--- src/rtl/wb_sram_arbiter.sv ---
// Round-robin arbiter sequencing Wishbone and core accesses onto one single-port SRAM.
// Each access is IDLE -> ISSUE (m_en) -> RESP (ack + read data), i.e. one access per 3 cycles.
module wb_sram_arbiter #(
    parameter int          ADDR_W    = 10,
    parameter logic [31:0] BASE_ADDR = 32'h3000_0000,
    parameter logic [31:0] ADDR_MASK = 32'hFFFF_F000
) (
    input  logic              wb_clk_i,
    input  logic              wb_rst_i,
    input  logic              wbs_cyc_i,
    input  logic              wbs_stb_i,
    input  logic              wbs_we_i,
    input  logic [3:0]        wbs_sel_i,
    input  logic [31:0]       wbs_adr_i,
    input  logic [31:0]       wbs_dat_i,
    output logic              wbs_ack_o,
    output logic [31:0]       wbs_dat_o,
    input  logic              core_en,
    input  logic              c_req,
    input  logic              c_we,
    input  logic [3:0]        c_be,
    input  logic [ADDR_W-1:0] c_addr,
    input  logic [31:0]       c_wdata,
    output logic              c_ack,
    output logic [31:0]       c_rdata,
    output logic              m_en,
    output logic [3:0]        m_we,
    output logic [ADDR_W-1:0] m_addr,
    output logic [31:0]       m_wdata,
    input  logic [31:0]       m_rdata
);
    typedef enum logic [1:0] {
        IDLE  = 2'd0,
        ISSUE = 2'd1,
        RESP  = 2'd2
    } state_t;

    localparam logic OWN_W = 1'b0;
    localparam logic OWN_C = 1'b1;

    state_t            r_state;
    state_t            w_state_nxt;
    logic              r_owner;
    logic              w_owner_nxt;
    logic              r_rr_last;
    logic              w_rr_last_nxt;
    logic              w_wb_hit;
    logic              w_c_hit;
    logic [ADDR_W-1:0] w_wb_word;

    assign w_wb_hit  = wbs_cyc_i & wbs_stb_i & ((wbs_adr_i & ADDR_MASK) == BASE_ADDR);
    assign w_c_hit   = c_req & core_en;
    assign w_wb_word = wbs_adr_i[ADDR_W+1:2];

    always_ff @(posedge wb_clk_i) begin
        if (wb_rst_i) begin
            r_state   <= IDLE;
            r_owner   <= OWN_W;
            r_rr_last <= OWN_C;
        end else begin
            r_state   <= w_state_nxt;
            r_owner   <= w_owner_nxt;
            r_rr_last <= w_rr_last_nxt;
        end
    end

    always_comb begin
        w_state_nxt   = r_state;
        w_owner_nxt   = r_owner;
        w_rr_last_nxt = r_rr_last;
        wbs_ack_o     = 1'b0;
        wbs_dat_o     = 32'd0;
        c_ack         = 1'b0;
        c_rdata       = 32'd0;
        m_en          = 1'b0;
        m_we          = 4'd0;
        m_addr        = '0;
        m_wdata       = 32'd0;

        // Reset gates every output in the same cycle, so an in-flight access never acks.
        if (!wb_rst_i) begin
            case (r_state)
                IDLE: begin
                    if (w_wb_hit && w_c_hit) begin
                        w_owner_nxt = ~r_rr_last;
                        w_state_nxt = ISSUE;
                    end else if (w_wb_hit) begin
                        w_owner_nxt = OWN_W;
                        w_state_nxt = ISSUE;
                    end else if (w_c_hit) begin
                        w_owner_nxt = OWN_C;
                        w_state_nxt = ISSUE;
                    end
                end
                ISSUE: begin
                    m_en          = 1'b1;
                    w_rr_last_nxt = r_owner;
                    w_state_nxt   = RESP;
                    if (r_owner == OWN_C) begin
                        m_addr  = c_addr;
                        m_wdata = c_wdata;
                        m_we    = c_we ? c_be : 4'd0;
                    end else begin
                        m_addr  = w_wb_word;
                        m_wdata = wbs_dat_i;
                        m_we    = wbs_we_i ? wbs_sel_i : 4'd0;
                    end
                end
                RESP: begin
                    w_state_nxt = IDLE;
                    if (r_owner == OWN_C) begin
                        c_ack   = 1'b1;
                        c_rdata = m_rdata;
                    end else if (wbs_cyc_i) begin
                        // A dropped cycle still completed its SRAM access; only the ack is withheld.
                        wbs_ack_o = 1'b1;
                        wbs_dat_o = m_rdata;
                    end
                end
                default: begin
                    w_state_nxt = IDLE;
                end
            endcase
        end
    end
endmodule

--- config.mk ---
export PLATFORM = sky130hd
export DESIGN_NAME = wb_sram_arbiter
export DESIGN_NICKNAME = d
export VERILOG_FILES = /design/src/rtl/wb_sram_arbiter.sv
export SDC_FILE = /design/constraint.sdc
export NUM_CORES = 1
export LEC_CHECK = 0
export ABC_CLOCK_PERIOD_IN_PS = 3800
export CORE_AREA = 5 5 102 104
export DETAILED_ROUTE_END_ITERATION = 8
export DIE_AREA = 0 0 107 109
export DONT_BUFFER_PORTS = 1
export PLACE_DENSITY = 0.36
export SLEW_MARGIN = 20
export SYNTH_ARGS = -nofsm -noshare
export SYNTH_HDL_FRONTEND = slang
export SYNTH_SLANG_ARGS = --single-unit
--- constraint.sdc ---
create_clock -name wb_clk_i -period 3.8 [get_ports wb_clk_i]
set_clock_uncertainty 0.1 [all_clocks]
set_input_delay 0.57 -clock wb_clk_i [delete_from_list [all_inputs] [get_ports wb_clk_i]]
set_output_delay 0.57 -clock wb_clk_i [all_outputs]
set_load 0.005 [all_outputs]
==> impl_summary.md, run 1 <==
Setup path
The worst path buffer plus inverter count is 0. The worst setup path is captured at an output pin. By startpoint and endpoint, the worst setup path is classified as reg2out. STA classifies the critical path startpoint as a register. The critical path goes through nor2_1, and4b_1, and2_1. The cell with the largest stage delay on the worst path is sky130_fd_sc_hd__and4b_1.

For the worst setup path, the data required time is 3.13 ns. The peak fanout along the critical path is 33. In this design, the stage delay of the slowest critical-path cell is 0.85 ns.

STA puts the critical path data arrival time at 1.86 ns. The family of cells with the greatest summed delay on the critical path is simple AND/OR/NAND/NOR gates.

Timing
Setup repair after global routing left no endpoint under its margin. The ratio of final minimum period to clock period is 66.6%. Based on the critical path, the design can be clocked at up to 0.395 GHz. The remaining max-slew budget at the tightest pin is 36.3%. The number of slew-limit violations in the final report is 0. The setup slack of the critical path after layout is 1.27 ns. After routing, the total negative slack on setup checks comes to 0 ns.

Subtracting the final worst setup slack from the clock period gives 2.53 ns. The final-report setup violation count is 0. The number of failing hold endpoints at the final stage is 0. The slew at the pin with the worst max-slew slack is 0.956 ns.

Detailed routing
After the first detailed-routing iteration, the DRC count stood at 30. The number of vias per cell after detailed routing is 4.72. The post-detailed-route wirelength per cell is 20.2 microns.

The count of vias placed by the detailed router is 1434. For this block, the routed nets add up to 6130 microns of wire. The first detailed-routing pass took 4 iterations. The detailed-route DRC error count is 0. The remaining antenna violation count after routing is 0.

Placed design
The final weighted congestion in routability-driven placement is 0.612. After legalization and detailed placement, the total HPWL measured 5470 microns. The number of buffers inserted by port buffering is 0. Prior to clock tree synthesis, the placed netlist has a worst setup slack of 1.27 ns. The count of placed standard cells including taps is 301.

Global routing
met2 is the most crowded layer. For this run, the total global-route usage over all layers was measured as 8.05%. The wire length of the first global-routing pass is 7220 microns. The via count of the first global-routing pass came to 1333. Entering global routing, the biggest net connects 50 pins. For this run the aggregate overflow at the end of global routing stands at 0. The initial antenna violation count is 0. The met3 layer usage reported by global route is 1.60%.

In the global route stage, met2 resource usage came out at 16.5%. For this run, global-route usage on met1 was measured as 8.68%.

Floorplanning
The floorplan die area is 0.0117 sq mm. The area of the core is 0.00946 sq mm. The starting utilization of the core area is 14.8%. The overall die width is 107 microns. The die is 109 microns tall. In this run the count of I/O pins placed on the die edge is 267. The cell row count is 36.

Logic synthesis
The adder and majority cell fraction of the synthesized area is 0%. The distinct cell type count after synthesis is 26. The warning count from the yosys run is 0.

Of the total synthesized cell area, the portion taken by XOR and XNOR cells is 0%. The main combinational cell family by area after synthesis is simple AND/OR/NAND/NOR gates. The synthesized netlist cell count is 203. The number of nets produced by synthesis is 357.

The synthesized flop and latch total is 4. The share of the Yosys chip area taken by registers is 5.70%. The simple-gate portion of the synthesized area is 50.4%. A synthesized cell averages 6.92 sq um. Summing the areas of all compound-gate instances in the mapped netlist gives 5.53% of the synthesized area. The share of cell area taken by muxes after synthesis is 29.9%. The cell area that synthesis handed to floorplanning was 0.00140 sq mm.

Job
The number of maximum-capacitance constraint violations is 0.

Clocking
The number of buffers between clock root and the deepest sink is 2. CTS built an H-tree with a depth of 1. The number of buffers inserted by hold repair at cts is 0. Clock-pin slew was measured on the worst setup and hold paths at 0.03 ns. CTS saw 4 sinks. Gates resized during post-CTS repair numbered 0.

Clock tree synthesis selected as its root buffer the cell sky130_fd_sc_hd__clkbuf_8. TritonCTS built the clock tree. In this run, CTS created clock tree buffers numbering 3. The clock insertion delay at the later pin of the skew report is 0.21 ns. Buffers added to address setup during post-CTS repair amount to 0.

Power and ir drop
The worst ir drop on vdd is 0.0818 mV. For this design the static power due to leakage is 0.537 nW. In this run the power density over the cells is 141 mW/mm^2.

Layout
The layout-stage area growth over the synthesis result is 6.24%. The net total in the final layout is 346. The antenna diode count is 0. The top cell types in the final layout, fill and taps aside, are 64 x sky130_fd_sc_hd__and2_1, 49 x sky130_fd_sc_hd__nor2_1, 42 x sky130_fd_sc_hd__mux2i_1, 4 x sky130_fd_sc_hd__a32oi_1.

Leaving out fill and tap cells, the most frequent cell in the layout is sky130_fd_sc_hd__and2_1. The share of cells above drive strength 1 is 5.26%. The number of non-filler instances in the completed layout is 304.

Outcome
The run finished with clean final reports.

Worst hold path
The worst hold path belongs to the class in2reg.
==> cell usage after synthesis <==
cell | count | share of area (%)
sky130_fd_sc_hd__and2b_1 | 1 | 0.53
sky130_fd_sc_hd__o31ai_1 | 1 | 0.53
sky130_fd_sc_hd__a32oi_1 | 4 | 2.5
sky130_fd_sc_hd__dfxtp_1 | 4 | 5.7
sky130_fd_sc_hd__nor2b_1 | 1 | 0.45
sky130_fd_sc_hd__nand2_1 | 2 | 0.53
sky130_fd_sc_hd__nor4_1 | 2 | 0.89
sky130_fd_sc_hd__a21oi_1 | 1 | 0.36
sky130_fd_sc_hd__nand2b_1 | 1 | 0.45
sky130_fd_sc_hd__nor3_1 | 1 | 0.36
sky130_fd_sc_hd__buf_2 | 7 | 2.5
sky130_fd_sc_hd__and4b_1 | 1 | 0.71
sky130_fd_sc_hd__buf_4 | 4 | 2.1
sky130_fd_sc_hd__nor4b_2 | 3 | 3.2
sky130_fd_sc_hd__o41ai_2 | 1 | 1.2
sky130_fd_sc_hd__and2_1 | 64 | 29
sky130_fd_sc_hd__buf_6 | 2 | 1.6
sky130_fd_sc_hd__nor2_1 | 49 | 13
sky130_fd_sc_hd__nand4_1 | 1 | 0.45
sky130_fd_sc_hd__clkbuf_2 | 4 | 1.4
sky130_fd_sc_hd__inv_1 | 3 | 0.80
sky130_fd_sc_hd__a211o_1 | 1 | 0.62
sky130_fd_sc_hd__o21ai_0 | 1 | 0.36
sky130_fd_sc_hd__mux2i_1 | 42 | 30
sky130_fd_sc_hd__nor4bb_1 | 1 | 0.71
sky130_fd_sc_hd__and3_1 | 1 | 0.45
==> layout make-up <==
class / count / area (sq um)
tap: 114 / 143
clock buffer: 3 / 41.3
fill: 1053 / 7970
inverter: 3 / 11.3
timing repair buffer: 1 / 7.51
multi-input combinational: 179 / 1210
sequential: 4 / 81.3
==> per-stage QoR <==
step / hold slack (ns) / instance area (sq um) / total power (W) / util, %
5_1_grt: 0.325 / 1490 / 0.000223 / 15.8
3_3_place_gp: 0.431 / 1450 / 0.000123 / 15.3
4_1_cts: 0.313 / 1490 / 0.000214 / 15.8
2_1_floorplan: 0.389 / 1400 / 0.000120 / -
3_5_place_dp: 0.431 / 1450 / 0.000124 / 15.3
6_report: 0.319 / 1490 / 0.000210 / 15.8
==> per-layer routing <==
metal	up-vias	wire, microns
met5	-	0
met4	0	12
met3	2	708
met2	164	3270
met1	622	2150
li1	646	-
==> report_power, final <==
part           internal [W]  switching [W]
clock             0.0000673      0.0000193
combinational     0.0000376      0.0000392
sequential        0.0000446     0.00000162
==> kinds of logic (layout without fill, tap and decap cells) <==
logic type | Yosys count | after routing
and+or+nand+nor | 128 | 128
buffers and inverters | 20 | 7
AOI/OAI and AO/OA | 9 | 9
DFF | 4 | 4
muxes | 42 | 42
==> sequential cells by signal, summed over array words and instances, names as in the netlist <==
signal     count
r_state        2
r_rr_last      1
r_owner        1
==> worst paths after layout <==
path / cells after the start / endpoint / from / slack, ns
worst min-delay path: 1 / r_owner / wb_rst_i / 0.32
worst max register to register: 3 / r_state[1] / r_state[1] / 2.23
worst min register to register: 1 / r_state[0] / r_state[0] / 0.42
worst max-delay path: 3 / wbs_dat_o[2] / r_state[0] / 1.27
Note: power is estimated with default switching activity, not from simulation.
==> run 2: changes to the inputs <==
--- a/config.mk
+++ b/config.mk
@@ -5,7 +5,7 @@
 export SDC_FILE = /design/constraint.sdc
 export NUM_CORES = 1
 export LEC_CHECK = 0
-export ABC_CLOCK_PERIOD_IN_PS = 3800
+export ABC_CLOCK_PERIOD_IN_PS = 2450
 export CORE_AREA = 5 5 102 104
 export DETAILED_ROUTE_END_ITERATION = 8
 export DIE_AREA = 0 0 107 109
==> constraint.sdc (replaced) <==
create_clock -name wb_clk_i -period 2.45 [get_ports wb_clk_i]
set_clock_uncertainty 0.1 [all_clocks]
set_input_delay 0.3675 -clock wb_clk_i [delete_from_list [all_inputs] [get_ports wb_clk_i]]
set_output_delay 0.3675 -clock wb_clk_i [all_outputs]
set_load 0.005 [all_outputs]
==> run 2 against run 1 <==
Effect of this change:
- register-to-register slack got worse by 1.2 ns
- sequential power rose by 57%
- worst hold slack got worse by 0.21 ns
- core utilization rose by 0.37 points
- sequential share of layout area fell by 0.13 points
- final cell count rose by 0.99%
- largest power group unchanged
==> impl_summary.md, run 2 (same netlist as run 1, synthesis figures left out) <==
Setup path
Counting both buffers and inverters, the worst setup path holds a total of 1. For the worst setup path, the data arrival time is 1.50 ns. STA classifies the critical path endpoint as an output pin.

In this run the worst path has a maximum fanout of 48. The cell with the largest stage delay on the worst path is sky130_fd_sc_hd__dfxtp_1. Traced cell by cell, the critical path runs through and2b_1, nand2b_2, buf_4, nor2_1. The family of cells with the greatest summed delay on the critical path is simple AND/OR/NAND/NOR gates. The worst setup path startpoint is r_state[1].

Data on the critical path is required at its endpoint by 1.98 ns. The startpoint of the most critical register-to-register path is r_state[1]. The largest single stage delay on the critical path is 0.43 ns. The kind of start point of the critical path is a register. The worst setup path is of the reg2out kind.

Timing
The number of failing hold endpoints at the final stage is 0. Setup repair after global routing left no endpoint under its margin. The number of slew-limit violations in the final report came to 0. The highest clock rate is 0.507 GHz.

The slew at the pin with the worst max-slew slack is 0.443 ns. Setup violations remaining at the end of the flow were counted as 0. The routed design could run at a clock period as short as 1.97 ns. The ratio of final minimum period to clock period is 80.4%. Adding up every negative setup slack in the final design gives 0 ns. The worst pin sits at a relative slew slack of 70.5%.

Global routing
The first global-routing pass estimated 7610 microns of wire. Entering global routing, the biggest net connects 50 pins. The via count of the first global-routing pass is 1328. The total routing resource utilization after global routing is 8.51%. Summed over all layers, the global routing overflow is 0. The initial antenna violation count is 0.

Power and ir drop
The cell area power density is 218 mW/mm^2. The design draws 0.000333 W. The worst-case IR drop observed on VDD is 0.134 mV. The static leakage is 0.556 nW.

Clocking
Buffers inserted during clock tree synthesis total 3. The number of buffers between clock root and the deepest sink is 2. The number of gates resized after cts is 0. The CTS sink count is 4.

TritonCTS built the clock tree. The number of levels the H-tree was split into is 1. At the later pin of the worst-skew pair, clock insertion delay measures 0.21 ns.

The buffer cell driving the clock tree root is sky130_fd_sc_hd__clkbuf_8. The buffer count from post-CTS setup fixing is 0. After clock tree synthesis, the clock-pin slew on the worst setup and hold paths is 0.03 ns. Buffers inserted to repair hold after CTS numbered 0.

Detailed routing
For this block, the via count after detailed routing is 1471. In the routed layout, each cell is associated on average with a via count of 4.79. In the routed design, unresolved DRC markers number 0.

The detailed router finished its first iteration with 61 violations. In this run the remaining antenna-violating nets after routing total 0. Wires add up to 6260 microns. After detailed routing, the average wire length per cell comes to 20.4 microns.

The first TritonRoute pass finished after 4 iterations.

Floorplanning
The die is 107 microns wide. The floorplan die area is 0.0117 sq mm. In this run the count of I/O pins placed on the die edge is 267. The die is 109 microns tall.

The area of the core is 0.00946 sq mm. The cell row count is 36. The initial utilization of the core area, before any placement, comes to 14.8%.

Layout
The share of cells above drive strength 1 is 6.74%. The register with the most flip-flops in the layout has 2 of them. The core occupancy in the finished layout is 16.1%.

Leaving out fill and tap cells, the most frequent cells in the layout are 64 x sky130_fd_sc_hd__and2_1, 49 x sky130_fd_sc_hd__nor2_1, 42 x sky130_fd_sc_hd__mux2i_1, 4 x sky130_fd_sc_hd__a32oi_1. Across the whole layout, storage elements account for 81.3 sq um. From synthesis to final layout, the design area changed by 8.73%. The net total in the final layout is 349. The largest registers in the layout are r_state x2, r_owner x1, r_rr_last x1. The antenna diode count is 0. The most common cell after layout, fill and taps aside is sky130_fd_sc_hd__and2_1. For this run, the number of standard cells in the final layout without fillers is 307.

The layout filler cell count is 1062. The register ranked first by flip-flop count is r_state. In the final layout, the multi-input gates occupy 0.00121 sq mm.

Placed design
Including well taps, the total number of placed cells is 304. During placement, the flow inserted port buffers numbering 0. The congestion estimate from routability-driven global placement came to 0.626.

Worst hold path
The type of the tightest min-delay check is in2reg. The startpoint identified for the worst hold timing path is wb_rst_i.

Job
The number of maximum-capacitance constraint violations is 0.

Outcome
The run finished with clean final reports.
run 2: final timing paths:
path / end / slack (ns) / depth (start not counted)
worst max-delay path: m_wdata[7] / 0.48 / 4
worst min-delay path: r_owner / 0.11 / 1
worst max register to register: r_state[1] / 1.03 / 4
worst min register to register: r_state[0] / 0.44 / 1
run 2: metrics by stage:
step | worst slack [ns] | cell area, sq um | hold slack (ns)
3_3_place_gp | 0.728 | 1490 | 0.336
6_report | 0.479 | 1530 | 0.112
3_5_place_dp | 0.716 | 1490 | 0.333
2_1_floorplan | 0.937 | 1400 | 0.337
5_1_grt | 0.329 | 1530 | 0.107
4_1_cts | 0.477 | 1530 | 0.108
run 2: report_power, final:
| part | total [W] | internal, W | switching, W |
|---|---|---|---|
| clock network | 0.000136 | 0.000104 | 0.0000315 |
| registers | 0.0000725 | 0.0000691 | 0.00000338 |
| logic | 0.000124 | 0.0000612 | 0.0000629 |
| total | 0.000333 | 0.000235 | 0.0000977 |
run 2: layer usage:
layer  GRT usage, %  routed length, microns  vias up
met2           17.1                    3280      168
met1           9.07                    2180      645
met4          0.822                      12        0
met5              0                       0        -
li1               -                       -      656
met3           2.31                     787        2
run 2: worst reg2reg max path, delay by kind of cell, from the launching register on:
kind | cells | cell delay [ns]
simple gates | 2 | 0.32
flops | 1 | 0.43
buf+inv | 2 | 0.45
run 2: layout make-up:
| type | count | area share, % |
|---|---|---|
| Clock buffer | 3 | 2.70 |
| Inverter | 3 | 0.738 |
| Multi-Input combinational cell | 179 | 79.1 |
| Sequential cell | 4 | 5.33 |
| Tap cell | 114 | 9.34 |
| Timing Repair Buffer | 4 | 2.79 |
==> run 3: changes to the inputs <==
--- a/config.mk
+++ b/config.mk
@@ -5,7 +5,7 @@
 export SDC_FILE = /design/constraint.sdc
 export NUM_CORES = 1
 export LEC_CHECK = 0
-export ABC_CLOCK_PERIOD_IN_PS = 2450
+export ABC_CLOCK_PERIOD_IN_PS = 1900
 export CORE_AREA = 5 5 102 104
 export DETAILED_ROUTE_END_ITERATION = 8
 export DIE_AREA = 0 0 107 109
==> constraint.sdc (replaced) <==
create_clock -name wb_clk_i -period 1.9 [get_ports wb_clk_i]
set_clock_uncertainty 0.1 [all_clocks]
set_input_delay 0.285 -clock wb_clk_i [delete_from_list [all_inputs] [get_ports wb_clk_i]]
set_output_delay 0.285 -clock wb_clk_i [all_outputs]
set_load 0.005 [all_outputs]
==> run 3 against run 2 <==
Effect of this change:
- non-clock buffer count up 2
- routed wire length down 1.3%
- final cell count up 0.65%
- core utilization up 0.33 points
- die area unchanged
- largest cell class unchanged
==> impl_summary.md, run 3 (same netlist as run 1, synthesis figures left out) <==
Layout
The library cells used most frequently in the layout, excluding fill and tap cells, are 64 x sky130_fd_sc_hd__and2_1, 49 x sky130_fd_sc_hd__nor2_1, 42 x sky130_fd_sc_hd__mux2i_1, 4 x sky130_fd_sc_hd__a32oi_1. The register with the most flip-flops in the layout has 2 of them. The layout filler cell count is 1049.

The most common cell after layout, fill and taps aside is sky130_fd_sc_hd__and2_1. The repair_antennas step left the layout with diodes totalling 0. The share of cells above drive strength 1 is 7.69%. The net total in the final layout is 351. The largest registers in the layout are r_state x2, r_owner x1, r_rr_last x1. The register ranked first by flip-flop count is r_state.

The layout-stage area growth over the synthesis result is 11.0%.

Clocking
TritonCTS built the clock tree. The buffer cell driving the clock tree root is sky130_fd_sc_hd__clkbuf_8. CTS built an H-tree with a depth of 1. The number of clock buffers added by TritonCTS is 3.

The clock insertion delay at the later pin of the skew report is 0.21 ns. The number of gates resized after cts is 0. The buffer count from post-CTS setup fixing is 0.

The clock net in this run drives a total of 4 sinks. Buffers inserted to repair hold after CTS numbered 0. The number of buffers between clock root and the deepest sink is 2. The post-CTS clock slew at the launch and capture registers of the worst setup and hold paths is 0.03 ns.

Detailed routing
The total iterations of the first detailed-routing run is 5. The detailed-route DRC error count is 0. The count of nets left with antenna violations once routing finished came out at 0. Dividing the detail-routed via count by the number of cells gives 4.83.

In this run, the number of DRC markers left after iteration 0 of detailed routing was 41. Dividing the detail-routed wire length by the instance count gives 20.0 microns. The detailed-route wire length is 6180 microns. The count of vias placed by the detailed router is 1491.

Global routing
The overflow left after global routing is 0. The initial antenna violation count is 0. The first global-routing pass estimated 7520 microns of wire. The total routing resource utilization after global routing is 8.32%. Entering global routing, the biggest net connects 44 pins. The via count of the first global-routing pass is 1356.

Timing
The highest clock rate is 0.557 GHz. Setup repair after global routing left no endpoint under its margin. For the final routed database, the setup TNS stands at 0 ns. On the final layout, the worst hold slack is 0.0321 ns.

The number of slew-limit violations in the final report came to 0. The final-report setup violation count is 0. The ratio of final minimum period to clock period is 94.4%. Headroom to the max-slew limit came out at 79.3%.

The number of failing hold endpoints at the final stage is 0. The worst path needs 1.79 ns of the cycle, external delays included. The slew at the pin with the worst max-slew slack is 0.310 ns.

Setup path
The path depth of the worst reg2reg path is 2. The startpoint of the most critical register-to-register path is r_state[1]. The peak per-stage delay on the critical path is 0.35 ns. The arrival time at the worst endpoint is 1.41 ns.

The worst flop-to-flop path endpoint is r_rr_last. STA puts the critical path data required time at 1.51 ns. The register-to-register setup slack is 0.74 ns. The worst setup path is launched from a register.

The cell with the largest stage delay on the worst path is sky130_fd_sc_hd__dfxtp_2. The critical path is of the reg2out type. The signal on the critical path passes through buf_12, buf_4, mux2i_1, nor2_1.

STA classifies the critical path endpoint as an output pin. Of all nets on the critical path, the largest fanout is 39.

Floorplanning
Measured along the x axis, the die boundary spans 107 microns. The cell row count is 36. The starting utilization of the core area is 14.8%. The die is 109 microns tall. The floorplan die area is 0.0117 sq mm. Pin placement for this block handled 267 I/O pins. The area of the core is 0.00946 sq mm.

Placed design
The congestion estimate from routability-driven global placement came to 0.620. The total half-perimeter wirelength after legalization and detailed placement is 5590 microns. Input and output buffers added on the ports amount to 0.

Power and ir drop
In this run the static leakage power is 0.574 nW. Of the total power, the share spent switching nets is 29.0%. Dividing total power by cell area gives a power density of 277 mW/mm^2.

Cell internal power was estimated by the tool at 0.000306 W. The combinational cell fraction of total power is 37.9%. The worst ir drop on vdd is 0.129 mV. Per report_power, the sequential group accounts for 21.7% of the total. The switching component of the power is 0.000125 W.

Of the total power, the clock network draws 40.4%.

Worst hold path
In this run the worst hold path is classified as in2reg. The terminating pin of the worst hold path is r_owner. Along the worst hold path, the cell count comes to 1.

The startpoint identified for the worst hold timing path is wb_rst_i.

Outcome
The run finished with clean final reports.

Job
The number of maximum-capacitance constraint violations is 0.
-- run 3: cell type report --
cell class	instances	area, sq um	share of cell area (%)
multi-input combinational	179	1210	77.5
tap	114	143	9.16
inverter	3	11.3	0.723
timing repair buffer	6	73.8	4.74
sequential	4	81.3	5.22
clock buffer	3	41.3	2.65
-- run 3: critical path, delay by kind of cell (launching register included) --
family / cells / cell delay (ns)
DFF: 1 / 0.35
and+or+nand+nor: 1 / 0.08
buffers and inverters: 2 / 0.51
muxes: 1 / 0.22
-- run 3: power by group through the flow --
stage | registers (W) | logic [W] | clock network, W
after CTS | 0.0000936 | 0.000166 | 0.000182
after global placement | 0.0000945 | 0.000163 | 0
after floorplan | 0.0000921 | 0.000148 | 0
after global routing | 0.0000945 | 0.000180 | 0.000192
final | 0.0000935 | 0.000163 | 0.000175
after detailed placement | 0.0000947 | 0.000166 | 0
-- run 3: worst max-delay path by stage --
stage | startpoint | to | slack, ns
detailed placement | r_state[0] | wbs_dat_o[7] | 0.32
CTS | r_state[0] | wbs_dat_o[7] | 0.09
floorplan | r_state[1] | m_addr[0] | 0.47
finish | r_owner | m_wdata[11] | 0.11
global route | r_state[1] | m_wdata[7] | 0.02
global placement | r_state[0] | wbs_dat_o[7] | 0.33
-- run 3: stage by stage --
step	instance area (sq um)	total power, W	instances	setup WS [ns]	utilization, %
finish	1560	0.000432	309	0.106	16.5
floorplan	1400	0.000240	203	0.469	-
CTS	1550	0.000442	309	0.0886	16.4
global placement	1510	0.000257	306	0.327	16.0
detailed placement	1510	0.000261	306	0.318	16.0
global route	1560	0.000467	309	0.0178	16.5
-- run 3: layer usage --
metal  wire [microns]  vias to the layer above  global-route usage, %  share of wire [%]
met1             2060                      657                   8.64                 33
met5                0                        -                      0                  0
li1                 -                      660                      -                  -
met3              773                        0                   2.13                 13
met4                0                        0                   1.10                  0
met2             3340                      174                   17.0                 54
